### config.mk
export PLATFORM = sky130hd
export DESIGN_NAME = ysyx_22050535_ctrl_flat
export DESIGN_NICKNAME = d
export VERILOG_FILES = /design/src/rtl/ysyx_22050535_ctrl_if.sv /design/src/rtl/ysyx_22050535_ctrl.sv /design/src/flat_wrapper.sv
export SDC_FILE = /design/constraint.sdc
export NUM_CORES = 1
export LEC_CHECK = 0
export CAP_MARGIN = 20
export CORE_MARGIN = 5
export CORE_UTILIZATION = 26
export DETAILED_ROUTE_END_ITERATION = 10
export GPL_TIMING_DRIVEN = 0
export SLEW_MARGIN = 20
export SYNTH_ARGS = -nofsm -noshare
export SYNTH_HDL_FRONTEND = slang
export SYNTH_SLANG_ARGS = --single-unit
### constraint.sdc
create_clock -name clk -period 2.4 [get_ports clk]
set_clock_uncertainty 0.2 [all_clocks]
set_input_delay 0.48 -clock clk [delete_from_list [all_inputs] [get_ports clk]]
set_output_delay 0.48 -clock clk [all_outputs]
set_load 0.03 [all_outputs]
### src/rtl/ysyx_22050535_ctrl_if.sv
// ysyx_22050535_ctrl_if: handshake, decode-class, control and counter signals of the core control FSM
interface ysyx_22050535_ctrl_if;
    logic        start;
    logic        imem_req;
    logic        imem_ack;
    logic        ir_we;
    logic        is_load;
    logic        is_store;
    logic        is_ebreak;
    logic        dmem_req;
    logic        dmem_ack;
    logic        pc_we;
    logic        rf_we;
    logic        halt;
    logic        err;
    logic [2:0]  state;
    logic [31:0] cycle_cnt;
    logic [31:0] instret;
    modport master (
        output start, imem_ack, is_load, is_store, is_ebreak, dmem_ack,
        input  imem_req, ir_we, dmem_req, pc_we, rf_we, halt, err, state, cycle_cnt, instret
    );
    modport slave (
        input  start, imem_ack, is_load, is_store, is_ebreak, dmem_ack,
        output imem_req, ir_we, dmem_req, pc_we, rf_we, halt, err, state, cycle_cnt, instret
    );
endinterface

### src/rtl/ysyx_22050535_ctrl.sv
// ysyx_22050535_ctrl: multi-cycle core control FSM with bus timeout and performance counters
module ysyx_22050535_ctrl #(
    parameter logic [7:0] TIMEOUT = 8'd255
) (
    input logic                 clk,
    input logic                 rst,
    ysyx_22050535_ctrl_if.slave bus
);
    typedef enum logic [2:0] {IDLE, FETCH, DECODE, EXEC, MEM, WB, HALT, ERROR} state_t;
    state_t      state_q, state_d;
    logic [7:0]  wait_q;
    logic [31:0] cycle_q, instret_q;
    logic        waiting, acked;
    assign waiting = state_q == FETCH || state_q == MEM;
    assign acked   = state_q == FETCH ? bus.imem_ack : state_q == MEM ? bus.dmem_ack : 1'b0;
    always_ff @(posedge clk) begin
        if (!rst) begin
            state_q <= IDLE;
            wait_q  <= 8'd0;
        end else begin
            state_q <= state_d;
            wait_q  <= state_d != state_q ? 8'd0 : waiting && !acked ? wait_q + 8'd1 : wait_q;
        end
    end
    always_ff @(posedge clk) begin
        if (!rst) begin
            cycle_q   <= 32'd0;
            instret_q <= 32'd0;
        end else begin
            if (state_q >= FETCH && state_q <= WB) cycle_q <= cycle_q + 32'd1;
            if (state_q == WB || (state_q == DECODE && bus.is_ebreak)) instret_q <= instret_q + 32'd1;
        end
    end
    always_comb begin
        state_d = state_q;
        case (state_q)
            IDLE:    state_d = bus.start ? FETCH : IDLE;
            FETCH:   state_d = acked ? DECODE : wait_q == TIMEOUT ? ERROR : FETCH;
            DECODE:  state_d = bus.is_ebreak ? HALT : EXEC;
            EXEC:    state_d = bus.is_load || bus.is_store ? MEM : WB;
            MEM:     state_d = acked ? WB : wait_q == TIMEOUT ? ERROR : MEM;
            WB:      state_d = FETCH;
            default: state_d = state_q;
        endcase
    end
    always_comb begin
        bus.imem_req  = state_q == FETCH;
        bus.ir_we     = state_q == FETCH && bus.imem_ack;
        bus.dmem_req  = state_q == MEM;
        bus.pc_we     = state_q == WB;
        bus.rf_we     = state_q == WB && !bus.is_store;
        bus.halt      = state_q == HALT;
        bus.err       = state_q == ERROR;
        bus.state     = state_q;
        bus.cycle_cnt = cycle_q;
        bus.instret   = instret_q;
    end
endmodule

### src/flat_wrapper.sv
// flat-port wrapper written by rule: the top's interface ports become plain ports
module ysyx_22050535_ctrl_flat 
#(
    parameter logic [7:0] TIMEOUT = 8'd255
)
  (clk, rst, bus_start, bus_imem_ack, bus_is_load, bus_is_store, bus_is_ebreak, bus_dmem_ack, bus_imem_req, bus_ir_we, bus_dmem_req, bus_pc_we, bus_rf_we, bus_halt, bus_err, bus_state, bus_cycle_cnt, bus_instret);
  ysyx_22050535_ctrl_if bus_i ();
  input logic clk;
  input logic rst;
  input wire logic [$bits(bus_i.start)-1:0] bus_start;
  input wire logic [$bits(bus_i.imem_ack)-1:0] bus_imem_ack;
  input wire logic [$bits(bus_i.is_load)-1:0] bus_is_load;
  input wire logic [$bits(bus_i.is_store)-1:0] bus_is_store;
  input wire logic [$bits(bus_i.is_ebreak)-1:0] bus_is_ebreak;
  input wire logic [$bits(bus_i.dmem_ack)-1:0] bus_dmem_ack;
  output wire logic [$bits(bus_i.imem_req)-1:0] bus_imem_req;
  output wire logic [$bits(bus_i.ir_we)-1:0] bus_ir_we;
  output wire logic [$bits(bus_i.dmem_req)-1:0] bus_dmem_req;
  output wire logic [$bits(bus_i.pc_we)-1:0] bus_pc_we;
  output wire logic [$bits(bus_i.rf_we)-1:0] bus_rf_we;
  output wire logic [$bits(bus_i.halt)-1:0] bus_halt;
  output wire logic [$bits(bus_i.err)-1:0] bus_err;
  output wire logic [$bits(bus_i.state)-1:0] bus_state;
  output wire logic [$bits(bus_i.cycle_cnt)-1:0] bus_cycle_cnt;
  output wire logic [$bits(bus_i.instret)-1:0] bus_instret;
  assign bus_i.start = bus_start;
  assign bus_i.imem_ack = bus_imem_ack;
  assign bus_i.is_load = bus_is_load;
  assign bus_i.is_store = bus_is_store;
  assign bus_i.is_ebreak = bus_is_ebreak;
  assign bus_i.dmem_ack = bus_dmem_ack;
  assign bus_imem_req = bus_i.imem_req;
  assign bus_ir_we = bus_i.ir_we;
  assign bus_dmem_req = bus_i.dmem_req;
  assign bus_pc_we = bus_i.pc_we;
  assign bus_rf_we = bus_i.rf_we;
  assign bus_halt = bus_i.halt;
  assign bus_err = bus_i.err;
  assign bus_state = bus_i.state;
  assign bus_cycle_cnt = bus_i.cycle_cnt;
  assign bus_instret = bus_i.instret;
  ysyx_22050535_ctrl #(.TIMEOUT(TIMEOUT)) u_core (.clk(clk), .rst(rst), .bus(bus_i));
endmodule
; ---- Yosys cells after proc, flatten, opt, wreduce, memory -nomap -nowiden
; Index checks and enable logic that the tools add are counted.
[word_totals]
n_memories = 0
latchBits = 0
out_inout_bits = 74
inputBits = 8
ramBits = 0
romBits = 0
word_cells = 41
register_bits = 75
[classes]
bitwise_logic = 1
n_eq_ne = 9
muxes = 10
n_addsub = 3
div_mod_pow = 0
n_mul = 0
shift = 0
n_lt_le_gt_ge = 2
reduce_logical = 12
[ops]
columns = cell, count
row1 = "adder 32 x 1 -> 32 bit, second input constant", 2
row2 = one-hot mux 3 bit (6 select lines), 1
row3 = "== test 3 bit, second input constant", 4
row4 = 2-to-1 mux 3 bit, 4
row5 = "adder 8 x 1 -> 8 bit, second input constant", 1
row6 = "== test 8 bit, second input constant", 1
row7 = "== test 3 x 2 -> 1 bit, second input constant", 2
row8 = logical AND 1 bit, 5
row9 = 2-to-1 mux 1 bit, 4
row10 = "== test 3 x 1 -> 1 bit, second input constant", 1
row11 = "greater-or-equal comparator 3 x 1 -> 1 bit, second input constant", 1
row12 = "less-or-equal comparator 3 bit, second input constant", 1
row13 = zero test 3 bit, 1
row14 = logical OR 1 bit, 3
row15 = != test 3 bit, 1
row16 = zero test 1 bit, 2
row17 = 2-to-1 mux 2 bit, 1
row18 = OR reduction 2 bit, 1
row19 = inverter 1 bit, 1

; ---- Longest topological paths before layout
[logic_depth]
ltp_word = 7
ltp_mapped = 8
depth_no_buf = 6

; ---- Worst setup path before layout
; Ideal clock, no wire load.
[synth_timing]
kind = reg2out
start = register u_core.state_q[0], in the netlist u_core.bus.state[0]
end = output port bus_ir_we
slack_ps = -12
stages_incl_launch_ff = 5
n_path_buf = 2
required_time_ps = 1720
arrival_time_ps = 1732
path_cell_list = dfxtp_1 -> buf_2 -> clkbuf_1 -> and3_1 -> and2_1
[synth_between]
elab_chain_cells = 2
[synth_rtl]
columns = element, line_no
row1 = start: declaration, ysyx_22050535_ctrl.sv:10  ; state_t state_q, state_d;
row2 = start signal: assignment, ysyx_22050535_ctrl.sv:21  ; state_q <= state_d;
row3 = == test 3 x 1 -> 1 bit, n/a
row4 = named net bus_imem_req, flat_wrapper.sv:16  ; output wire logic [$bits(bus_i.imem_req)-1:0] bus_imem_req;
row5 = logical AND 1 bit, ysyx_22050535_ctrl.sv:48  ; bus.ir_we = state_q == FETCH && bus.imem_ack;
row6 = end: declaration, flat_wrapper.sv:17  ; output wire logic [$bits(bus_i.ir_we)-1:0] bus_ir_we;
; The timed path passes the listed nets, and every way through them passes these cells.

; ---- Worst setup path in the final report
[layout_timing]
start = register u_core.state_q[1], in the netlist u_core.bus.state[1]
end = output port bus_rf_we
[layout_between]
elab_chain_cells = 2
[layout_rtl]
columns = element, line_no
row1 = == test 3 bit, ysyx_22050535_ctrl.sv:51  ; bus.rf_we = state_q == WB && !bus.is_store;
row2 = logical AND 1 bit, ysyx_22050535_ctrl.sv:51
row3 = end: declaration, flat_wrapper.sv:20  ; output wire logic [$bits(bus_i.rf_we)-1:0] bus_rf_we;
; No other way between the ends.

==> flow_results.org <==
** Setup path
- Arrival time at the worst endpoint :: 1.62 ns
- Data required time of the worst path :: 1.72 ns
- STA classifies the critical path endpoint as an output port.
- By startpoint and endpoint, the worst setup path is classified as flip-flop to output port.
- Reg-to-reg startpoint :: u_core.bus.cycle_cnt[11]$_SDFFE_PN0P_
- Setup crit start kind :: flip-flop
- Worst setup path startpoint :: u_core.bus.state[1]$_SDFF_PN0_
- Along the worst path, the maximum fanout reaches 10.

** Floorplanning
- The floorplan step set the die height to 127.5 µm.
- The floorplan has 43 rows.
- Die area :: 16,250 µm²
- Std-Cell Core Area :: 13,720 µm²
- Die Wd :: 127.5 µm
- 82 I/O pins were placed.
- Starting Density :: 26.15%

** Place
- Port buffering added 81 buffers.
- DP Area :: 4624 µm²
- GPL Wtd Cong :: 0.8035
- The wire-length estimate of the detail-placed layout is 7.377 mm.

** Logic synthesis
- By area, the combinational part of the netlist is dominated by simple AND/OR/NAND/NOR gates.
- After synthesis, the share of cell area in mux cells is 1.116%.
- Area of the mapped netlist :: 3587 µm²
- Fraction of the mapped netlist area in adder cells :: 1.046%
- Synthesis produced a netlist whose cell count is 427.
- Fraction of the mapped netlist area in compound gates :: 6.243%
- In the synthesized netlist the dominant register cell turns out to be dfxtp_1.
- Dividing the synthesized area by the synthesized cell count gives 8.401 µm².
- Of the total synthesized cell area, the portion taken by AND, OR, NAND and NOR gates is 31.91%.
- Counting flops with a built-in enable in the synthesized netlist gives 0.
- In this run, distinct cell masters in the synthesized netlist total 45.
- For this run, asynchronously set or reset flops after synthesis account for 0%.
- Of the synthesized area, sequential elements account for 41.86%.
- Count of state elements after synthesis :: 75
- Synthesis produced a netlist with a net count of 438.
- Of the total synthesized cell area, the portion taken by XOR and XNOR cells is 13.92%.
- For this run, the number of Yosys warnings is 0.

** Pwr
- Clock share of power :: 41.7%
- Portion of total power attributed to combinational logic :: 18.1%
- In this run the power spent charging and discharging nets is 916.4 µW.
- Sequential cell fraction of total power :: 40.2%
- The internal power of the cells totals 2376 µW.
- Peak supply drop :: 0.0003035 V
- Pwr per Cell Area :: 659.4 nW/µm²
- Post-layout power :: 3292 µW
- Static leakage power :: 0.001752 µW
- In this run switching power makes up 27.84% of total power.

** Timing
- The number of hold-slack violations in the final timing report is 0.
- Measured against its own limit, the worst slew margin works out to 56.66%.
- Part of the cycle the worst path needs :: 95.92%
- The final count of pins violating max slew is 0.
- Setup violators final :: 0
- Worst Hold Slack :: 0.2684 ns
- Maximum clock frequency :: 434.4 MHz
- Setup repair after global routing could not meet its margin everywhere.
- Slew at the pin with the worst max-slew slack :: 0.6502 ns
- For the finished layout, the period the worst path requires is 2.302 ns.

** Global routing
- The initial antenna violation count came to 0.
- Maximum number of pins on one net before global-route repair :: 13
- The number of global-route vias before repair is 3,227.
- The first global-routing pass estimated 16.41 mm of wire.
- Summed over all layers, the global routing overflow is 0.
- Gr usage total :: 12.37%

** Layout
- Area overhead of the layout relative to synthesis :: 39.17%
- Number of antenna cells inserted :: 0
- The library cell used most frequently in the layout, excluding fill and tap cells, is clkdlybuf4s50_1.
- Leaving out fill and tap cells, the most frequent cells in the layout are 74 x clkdlybuf4s50_1, 73 x dfxtp_1, 66 x nor2_1, 43 x xor2_1, 30 x nand4_1.
- Net count, final :: 530
- Share of final-layout standard cells stronger than drive strength 1 :: 9.924%
- The finished cells cover 4992 µm².

** CTS
- Number of buffers added by the clock tree synthesis step :: 9
- Clock latency of the later-clocked register in the worst-skew pair :: 0.33 ns
- The clock passes through at most 2 buffers.
- Clock-pin slew on the worst setup and hold paths :: 0.06 ns
- TritonCTS built the clock tree.
- After clock tree synthesis, the flow added hold-fix buffers numbering 0.
- Count of clock tree sinks :: 75
- Maximum level of the CTS H-tree :: 3
- The cell sitting at the root of the clock tree is a clkbuf_16.

** Route
- Detailed routing inserted a total of 3,357 vias.
- The detailed router finished its first iteration with 156 violations.
- Final routed wirelength across all metal layers :: 9.944 mm
- Post-route DRC :: 0
- 1st-pass router iterations :: 5
- Antenna viol nets, final :: 0
- Via count normalized by instance count :: 4.768
- Routed length per instance :: 14.13 µm

** Run status
- Outcome :: completed

** Worst hold path
- The tightest min-delay check is of the flip-flop to flip-flop type.
- Worst Hold Launch :: u_core.bus.instret[31]$_SDFFE_PN0P_

** Job
- Across the run, the number of max-cap violations was 0.
through the flow:
| stage | util (%) | setup TNS (ns) | instances | worst slack (ns) |
|---|---|---|---|---|
| 3_5_place_dp | 33.71 | -8.567 | 688 | -0.3888 |
| 6_report | 36.39 | 0 | 704 | 0.09791 |
| 4_1_cts | 36.02 | -0.04515 | 704 | -0.02365 |
| 5_1_grt | 36.39 | -0.06765 | 704 | -0.04479 |
| 3_3_place_gp | 33.71 | -7.178 | 688 | -0.3548 |
| 2_1_floorplan | - | 0 | 427 | 0.08293 |
synthesized netlist by cell type, types with 2 or more instances:
library cell   n  area share, %
nor4_1         2           0.35
nand2_1       29            3.0
nor3_1        10            1.4
nand4_1       30            5.2
xor2_1        43             10
nor2_1        66            6.9
o21ai_0       11            1.5
nand3_1       25            3.5
a21oi_1       17            2.4
clkbuf_1       9           0.94
dfxtp_1       75             42
buf_4          2           0.42
nor3b_1        2           0.42
and3_1        13            2.3
buf_2         10            1.4
and4_1         8            2.0
ha_1           3            1.0
xnor2_1       14            3.4
and2_1         6            1.0
and2_0         2           0.35
or4_1          2           0.42
or3_1         10            1.7
nand2b_1       2           0.35
a21boi_0       2           0.42
o31ai_1        2           0.42
inv_1         10            1.0
mux2i_1        4            1.1
state kept, by name, summed over array words and instances, names as in the netlist:
signal,count
u_core.bus.state,3
u_core.wait_q,8
u_core.bus.cycle_cnt,32
u_core.bus.instret,32
area by class of cell:
class	count	area, µm²
buffer	21	110.1
timing repair buffer	81	785.8
clock inverter	4	48.80
multi-input combinational	320	2021
inverter	11	41.29
tap	180	225.2
clock buffer	12	256.5
fill	1390	8727
sequential	75	1504
power groups by stage:
stage | Sequential [µW] | Combinational [µW] | Clock (µW)
after floorplan | 1400 | 312 | 0
after global placement | 1350 | 551 | 0
after detailed placement | 1350 | 561 | 0
after CTS | 1330 | 566 | 1410
after global routing | 1330 | 648 | 1460
final | 1330 | 595 | 1370
worst max-delay path: stages (launching register included):
cell      delay, ns
dfxtp_1        0.33
clkbuf_4       0.19
nand3b_1       0.37
nor2_1         0.18
clkbuf_2       0.22
cells by family after synthesis:
| family | after synthesis |
|---|---|
| AO/OA/AOI/OAI | 38 |
| XOR/XNOR | 57 |
| adder cells (fa/ha/maj) | 3 |
| buffers and inverters | 32 |
| flip-flops | 75 |
| multiplexers | 4 |
| AND/OR/NAND/NOR | 218 |
metal layers:
layer / part of all wire, % / vias up / track usage, %
met5: 0 / - / 0
met4: 1.2 / 0 / 3.912
met1: 46 / 1614 / 15.92
met3: 5.2 / 12 / 3.930
met2: 47 / 68 / 19.73
li1: - / 1663 / -
worst paths after layout:
kind	cells past startpoint	endpoint	slack, ns
min reg2reg	2	u_core.bus.instret[31]$_SDFFE_PN0P_	0.27
min	2	u_core.bus.instret[31]$_SDFFE_PN0P_	0.27
max	4	bus_rf_we	0.1
max reg2reg	8	u_core.bus.cycle_cnt[25]$_SDFFE_PN0P_	0.19
what timing repair did:
item | 4_1_cts | 5_1_grt
endpoints found under the setup margin | 21 | 39
setup buffers | 0 | 0
resized for setup | 19 | 23
No activity file was read; power rests on OpenSTA's default activity.
